## src/rtl/hazard_scoreboard.sv

```systemverilog
// Decode-stage issue controller: per-register writeback countdowns gate issue of dependent instructions.
// Optional macro HAZARD_SCOREBOARD_FWD_EN enables EX/MEM forwarding (only load-use can stall).
module hazard_scoreboard #(
    parameter int NREGS  = 8,
    parameter int REG_AW = 3,
    parameter int WB_LAT = 4,
    parameter int STAT_W = 16
) (
    input  logic              clk,
    input  logic              rst_n,
    input  logic              flush,
    input  logic              id_valid,
    input  logic [2:0]        id_opcode,
    input  logic [REG_AW-1:0] id_rs,
    input  logic [REG_AW-1:0] id_rt,
    input  logic [REG_AW-1:0] id_rd,
    output logic              stall,
    output logic              bubble,
    output logic              issue,
    output logic [NREGS-1:0]  busy_mask,
    output logic [STAT_W-1:0] stall_count
);

    localparam int CNT_W = $clog2(WB_LAT + 1);
    localparam logic [CNT_W-1:0] LAT = CNT_W'(WB_LAT);

    localparam logic [2:0] OP_LDD = 3'd1;
    localparam logic [2:0] OP_STD = 3'd2;
    localparam logic [2:0] OP_ADD = 3'd3;
    localparam logic [2:0] OP_NOT = 3'd4;

    logic [CNT_W-1:0]  r_cnt [NREGS];
    logic [STAT_W-1:0] r_stall_cnt;
`ifdef HAZARD_SCOREBOARD_FWD_EN
    logic [NREGS-1:0]  r_ld;
`endif

    logic w_use_rs;
    logic w_use_rt;
    logic w_writer;
    logic w_haz_rs;
    logic w_haz_rt;

    always_comb begin
        w_use_rs = 1'b0;
        w_use_rt = 1'b0;
        w_writer = 1'b0;
        case (id_opcode)
            OP_LDD: begin w_use_rs = 1'b1;                   w_writer = 1'b1; end
            OP_STD: begin w_use_rs = 1'b1; w_use_rt = 1'b1;                   end
            OP_ADD: begin w_use_rs = 1'b1; w_use_rt = 1'b1; w_writer = 1'b1; end
            OP_NOT: begin w_use_rs = 1'b1;                   w_writer = 1'b1; end
            default: ;
        endcase
    end

`ifdef HAZARD_SCOREBOARD_FWD_EN
    // ALU results are forwarded; a load result is only missing in the cycle right after its issue.
    always_comb begin
        w_haz_rs = w_use_rs && r_ld[id_rs] && (r_cnt[id_rs] > CNT_W'(WB_LAT - 1));
        w_haz_rt = w_use_rt && r_ld[id_rt] && (r_cnt[id_rt] > CNT_W'(WB_LAT - 1));
    end
`else
    // In the last countdown cycle (cnt==1) writeback lands before the read (write-first
    // register file), so that cycle is already safe: dependent issues WB_LAT cycles later.
    always_comb begin
        w_haz_rs = w_use_rs && (r_cnt[id_rs] > CNT_W'(1));
        w_haz_rt = w_use_rt && (r_cnt[id_rt] > CNT_W'(1));
    end
`endif

    assign stall       = id_valid && (w_haz_rs || w_haz_rt);
    assign bubble      = stall;
    assign issue       = id_valid && !stall;
    assign stall_count = r_stall_cnt;

    always_comb begin
        for (int r = 0; r < NREGS; r++) begin
            busy_mask[r] = (r_cnt[r] != '0);
        end
    end

    // Newest writer to a register replaces any in-flight count (WAW); flush discards everything.
    always_ff @(posedge clk or negedge rst_n) begin
        if (!rst_n) begin
            for (int r = 0; r < NREGS; r++) begin
                r_cnt[r] <= '0;
            end
`ifdef HAZARD_SCOREBOARD_FWD_EN
            r_ld <= '0;
`endif
        end else if (flush) begin
            for (int r = 0; r < NREGS; r++) begin
                r_cnt[r] <= '0;
            end
`ifdef HAZARD_SCOREBOARD_FWD_EN
            r_ld <= '0;
`endif
        end else begin
            for (int r = 0; r < NREGS; r++) begin
                if (issue && w_writer && (id_rd == REG_AW'(r))) begin
                    r_cnt[r] <= LAT;
`ifdef HAZARD_SCOREBOARD_FWD_EN
                    r_ld[r]  <= (id_opcode == OP_LDD);
`endif
                end else if (r_cnt[r] != '0) begin
                    r_cnt[r] <= r_cnt[r] - CNT_W'(1);
`ifdef HAZARD_SCOREBOARD_FWD_EN
                    if (r_cnt[r] == CNT_W'(1)) begin
                        r_ld[r] <= 1'b0;
                    end
`endif
                end
            end
        end
    end

    always_ff @(posedge clk or negedge rst_n) begin
        if (!rst_n) begin
            r_stall_cnt <= '0;
        end else if (stall && (r_stall_cnt != {STAT_W{1'b1}})) begin
            r_stall_cnt <= r_stall_cnt + STAT_W'(1);
        end
    end

endmodule

```

## config.mk

```make
export PLATFORM = sky130hd
export DESIGN_NAME = hazard_scoreboard
export DESIGN_NICKNAME = d
export VERILOG_FILES = /design/src/rtl/hazard_scoreboard.sv
export SDC_FILE = /design/constraint.sdc
export NUM_CORES = 1
export LEC_CHECK = 0
export CAP_MARGIN = 20
export CORE_MARGIN = 3
export CORE_UTILIZATION = 53
export DETAILED_ROUTE_END_ITERATION = 8
export PLACE_DENSITY = 0.77
export SETUP_SLACK_MARGIN = 0.2
export SYNTH_ARGS = -nofsm -noshare
export SYNTH_HDL_FRONTEND = slang
export SYNTH_SLANG_ARGS = --single-unit
```

## constraint.sdc

```tcl
create_clock -name clk -period 2.7 [get_ports clk]
set_input_delay 0.405 -clock clk [delete_from_list [all_inputs] [get_ports clk]]
set_output_delay 0.405 -clock clk [all_outputs]
set_load 0.1 [all_outputs]
```

==> results.cfg, run 1 <==
[sta]
finalSetupViolations = 0
max_slew_margin_pct = 28.1
rsz0062_at_grt = false
fin_ws_ns = 0.251
worst_pin_slew_ns = 1.06
max_freq_mhz = 408
period_share_pct = 90.7
hold_violations = 0
period_needed_ns = 2.45
slew_viol_final = 0
clock_skew_ns = 0.00955

[synth]
synthDistinctLibCells = 42
synth_top_cell_area_share_pct = 39.0
yosysWarnings = 0
synth-compound-area-share_pct = 8.87
synth.area.top_cells = dfrtp_1 39%, ha_1 8.3%, xor2_1 4.8%
synth_flop_cell = dfrtp_1
synth_area_per_cell_um2 = 9.79
synth_xor_xnor_area_share_pct = 7.17
synthMuxAreaShare_pct = 4.10
synth_seq_area_share_pct = 39.0
syn_area_mm2 = 0.00257
synth-edff-count = 0
synth_nets = 295
ys_ff_latch = 40
synth-async-reset-ratio_pct = 100
synth_top_family_by_area = simple AND/OR/NAND/NOR gates
synth-simple-area-share_pct = 27.6
yosysTopAreaCell = dfrtp_1
synth_fa_ha_area_share_pct = 8.29
synth_cells = 262

[critical_path]
cp_num_buf_inv = 2
crit_path_end_kind = output port
critPathArrivalTime_ns = 2.04
crit_chain = or4b_4, o41ai_2, nor4_2, nor3_2, buf_4, and2_4, buf_12
worst-path-stages = 7
rrSetupSlack_ns = 0.38
ff2ff_path_depth = 6
critPathMaxStageDelay_ns = 0.52
startpoint_type = flip-flop
required_ns = 2.30
cp_max_fo = 3
slowest_stage = or4b_4
cp_top_family = simple AND/OR/NAND/NOR gates
path_class = reg -> out

[finish]
final_cell_mix = 44 x buf_4, 36 x dfrtp_1, 23 x inv_1
antenna_cells = 0
layoutNonFillerInstCount = 377
syn_to_final_growth_pct = 31.0
layout_commonest_cell = buf_4
finalNetCount = 357
register_area_mm2 = 0.00101
multi_input_area_mm2 = 0.00156
n_fill_cell = 319
design_area_mm2 = 0.00336
drive_above_1_share_pct = 27.7
post-route-util_pct = 74.6

[placement]
place.gp.congestion = 0.935
dpl_cell_area_mm2 = 0.00310
portBuffers = 42
dp_cells = 364
pre_cts_ws_ns = -0.0483
place_hpwl_mm = 4.24

[clock_network]
htreeDepth = 2
clock_path_buffers = 2
cts_hold_buf = 0
cts.clk_slew.worst_paths_ns = 0.08
cts_made_buffers = 5
cts_tree = done
clock_latency_ns = 0.29
root_buffer = clkbuf_8
clock_sinks = 40

[floorplanning]
start_util_pct = 57.0
dieArea_mm2 = 0.00571
rows = 24
coreArea_mm2 = 0.00450
fp.dieH_um = 75.6
die_w_um = 75.6
io_pins = 43

[routing]
dr.pass1.iters = 4
dr.first_iter.drc_count = 167
via_count = 2151
finalWirelength_mm = 5.75
viasPerCell = 5.71
drc = 0
ant_nets = 0
wl_per_cell_um = 15.2

[run]
maxCapViolCount = 0

[global_routing]
grt_pass1_wl_mm = 9.09
grt_max_degree = 29
antenna_found_initial = 0
overflow = 0
track_usage_pct = 20.7
grt_pass1_vias = 1974

[power_and_ir_drop]
ir_drop_uv = 1010
finalPower_w = 0.00408
power.density_mw_per_mm2 = 1210
leakage_nw = 1.64

[min_path]
hold_class = in -> async

[status]
status = complete, no violations
final timing paths:
path                                        end       startpoint
worst min-delay path                  r_cnt[21]            rst_n
min in group clk                stall_count[10]  stall_count[10]
worst max-delay path                      issue         r_cnt[5]
worst min register to register  stall_count[10]  stall_count[10]
worst max register to register  stall_count[11]   stall_count[0]
max in group asynchronous             r_cnt[14]            rst_n
through the flow:
| stage | TNS (ns) | hold WS (ns) |
|---|---|---|
| final | 0 | 0.125 |
| after global routing | 0 | 0.164 |
| after CTS | 0 | 0.145 |
| after detailed placement | -0.0939 | 0.460 |
| after global placement | -0.0000220 | 0.460 |
| after floorplan | 0 | 0.109 |
routing by layer:
layer	share of wire, %	vias to the layer above	track usage (%)	wire [µm]
met1	45	1045	29.2	2570
met4	0.84	0	5.44	48
met5	0	-	0	0
li1	-	1061	-	-
met2	50	40	32.6	2870
met3	4.6	5	4.35	263
cell type report:
class                           count  share of cell area [%]
Timing Repair Buffer               62                    15.8
Multi-Input combinational cell    192                    46.5
Sequential cell                    40                    29.9
Tap cell                           52                    1.94
Clock inverter                      2                    1.04
Inverter                           23                    2.57
Clock buffer                        6                    2.16
what timing repair did:
| action | 4_1_cts | 5_1_grt |
|---|---|---|
| endpoints found under the hold margin | 0 | 0 |
| setup endpoints to repair | 3 | 12 |
| resized for setup | 6 | 29 |
| setup buffers | 3 | 2 |
| pin swaps | 2 | 0 |
kinds of logic (layout without fill, tap and decap cells):
logic type      count (synthesis)  count (layout)
xor+xnor                       21              21
mux                            10              10
compound gates                 32              32
simple gates                  112             112
buf+inv                        30              93
flops                          40              40
fa+ha+maj                      17              17
sequential cells by signal, indices dropped and copies added (netlist names):
signal       flops
r_cnt           24
stall_count     16
power by group:
group | switching [W] | internal (W) | total (W)
clock | 0.000204 | 0.000274 | 0.000479
combinational | 0.00174 | 0.000860 | 0.00261
sequential | 0.000207 | 0.000786 | 0.000993
total | 0.00216 | 0.00192 | 0.00408
Yosys cell counts, types with 2 or more instances:
cell	count
dfrtp_1	40
inv_1	23
nor3_1	19
ha_1	17
nand2_1	15
nor2_1	15
xor2_1	14
a21oi_1	12
nor4_1	10
nand2b_1	9
nand3_1	8
nor2b_1	7
xnor2_1	7
mux2i_1	6
nor4b_1	5
mux2_2	4
nor3b_1	4
nor4b_4	4
o21ba_1	4
a211o_1	3
buf_4	3
nand4_1	3
o41ai_1	3
or4b_1	3
a211oi_1	2
and4b_1	2
buf_2	2
clkbuf_1	2
o21bai_1	2
o31ai_1	2
(Power assumes the default switching activity.)
==> run 2: changes to the inputs <==
CORE_MARGIN = 1.5   (was 3)
GPL_TIMING_DRIVEN = 0   (was not set)
==> run 2 against run 1 <==
Compared with the run above: sequential share of layout area up 0.36 points; sequential cell count stayed put; cell count unchanged; maximum frequency fell by 5.9%; non-clock buffer count fell by 2; count of clock-buffer cells in the layout did not move; worst hold slack lost 0.10 ns; utilization fell by 4.1 points; clock skew shrank 0.0045 ns; combinational power hardly changed; register-to-register slack better by 0.08 ns; via count rose by 0.14%; critical path type unchanged; largest cell class unchanged.
==> results.cfg, run 2 (synthesis gave the netlist of run 1 again) <==
[critical_path]
path_class = reg -> out
crit_path_end_kind = output port
cp_max_fo = 5
required_ns = 2.30
critPathMaxStageDelay_ns = 0.53
critPathArrivalTime_ns = 2.20
crit_chain = or4b_1, o41ai_2, nor4_2, nor3_2, buf_6, buf_8, and2_4, buf_12
cp_top_family = simple AND/OR/NAND/NOR gates
startpoint_type = flip-flop
slowest_stage = or4b_1
cp_num_buf_inv = 3

[routing]
ant_nets = 0
dr.pass1.iters = 4
dr.first_iter.drc_count = 137
finalWirelength_mm = 5.64
wl_per_cell_um = 15.0
drc = 0
via_count = 2154
viasPerCell = 5.71

[global_routing]
grt_max_degree = 27
grt_pass1_wl_mm = 9.44
antenna_found_initial = 0
track_usage_pct = 23.0
grt_pass1_vias = 2049
overflow = 0

[floorplanning]
die_w_um = 72.6
dieArea_mm2 = 0.00527
io_pins = 43
start_util_pct = 54.7
fp.dieH_um = 72.6
rows = 25
coreArea_mm2 = 0.00469

[finish]
syn_to_final_growth_pct = 28.9
antenna_cells = 0
largest_register_ffs = 24
max_flop_register = r_cnt
layout_commonest_cell = dfrtp_1
drive_above_1_share_pct = 18.6
final_cell_mix = 39 x dfrtp_1, 23 x inv_1, 23 x clkdlybuf4s50_1
layoutNonFillerInstCount = 377
finalNetCount = 355

[clock_network]
clock_path_buffers = 2
cts_made_buffers = 5
htreeDepth = 2
cts_tree = done
cts_hold_buf = 0
root_buffer = clkbuf_8
cts.clk_slew.worst_paths_ns = 0.08
clock_sinks = 40
clock_latency_ns = 0.29

[sta]
rsz0062_at_grt = true
max_freq_mhz = 384
period_share_pct = 96.4
hold_violations = 0
worst_pin_slew_ns = 0.993
finalSetupViolations = 0
fin_ws_ns = 0.0960
clock_skew_ns = 0.00506
max_slew_margin_pct = 34.1
slew_viol_final = 0
period_needed_ns = 2.60

[power_and_ir_drop]
ir_drop_uv = 831
leakage_nw = 1.57
power.density_mw_per_mm2 = 1190

[min_path]
hold_class = in -> async

[placement]
dp_cells = 359
place_hpwl_mm = 4.19
pre_cts_ws_ns = -1.33
portBuffers = 42
place.gp.congestion = 0.847

[run]
maxCapViolCount = 0

[status]
status = complete, no violations
run 2: cell count changes in the layout (fill, tap and decap cells not counted), moves of 3 or more:
cell and change:
clkdlybuf4s50_1 +16, dlygate4sd2_1 +4, nor4_1 +3, buf_4 -34, dfrtp_1 +3, clkbuf_2 +6
dfrtp_2 -3
run 2: power by group:
part	total (W)	internal [W]	switching, W
clock network	0.000408	0.000204	0.000204
logic	0.00258	0.000821	0.00175
registers	0.000967	0.000783	0.000185
run 2: final timing paths:
kind                           startpoint              to  slack (ns)  cells past startpoint
setup / recovery                r_cnt[17]           issue         0.1                      8
hold / removal                      rst_n       r_cnt[21]        0.02                      1
setup reg to reg                r_cnt[17]       r_cnt[10]        0.46                      8
hold reg to reg            stall_count[7]  stall_count[7]        0.51                      1
max in group asynchronous           rst_n  stall_count[5]        2.20                      2
min in group clk           stall_count[7]  stall_count[7]        0.51                      1
run 2: cell type report:
class / instances / area, µm²
Fill cell: 369 / 1380
Timing Repair Buffer: 53 / 498
Inverter: 23 / 86.3
Multi-Input combinational cell: 192 / 1510
Clock inverter: 2 / 10.0
Clock buffer: 6 / 82.6
Sequential cell: 40 / 1000
Buffer: 7 / 55.1
Tap cell: 54 / 67.6
run 2: what timing repair did:
action,CTS,global route
endpoints found under the setup margin,11,11
pin swaps,4,4
gates resized for setup,54,21
setup buffers,4,5
run 2: worst reg2reg max path: cells and delay by family, from the launching register on:
family	cells	cell delay (ns)
AND/OR/NAND/NOR	5	1.26
flip-flops	1	0.43
buffers and inverters	2	0.32
AO/OA/AOI/OAI	1	0.09
run 2: per-layer routing:
metal	part of all wire [%]	wire (µm)	global-route usage, %	vias to the layer above
li1	-	-	-	1049
met1	46	2600	31.1	1064
met2	49	2780	37.5	35
met3	3.5	196	4.83	6
met4	1.2	69	6.71	0
met5	0	0	0	-
run 2: stage by stage:
step / setup TNS, ns / total power [W] / utilization [%] / hold WS (ns) / instance area [µm²]
CTS: 0 / 0.00392 / 69.5 / 0.0284 / 3260
finish: 0 / 0.00395 / 70.5 / 0.0239 / 3310
global route: 0 / 0.00422 / 70.5 / 0.0393 / 3310
detailed placement: -3.72 / 0.00348 / 65.6 / 0.345 / 3080
floorplan: 0 / 0.00294 / - / 0.109 / 2580
global placement: -3.63 / 0.00342 / 65.3 / 0.487 / 3060
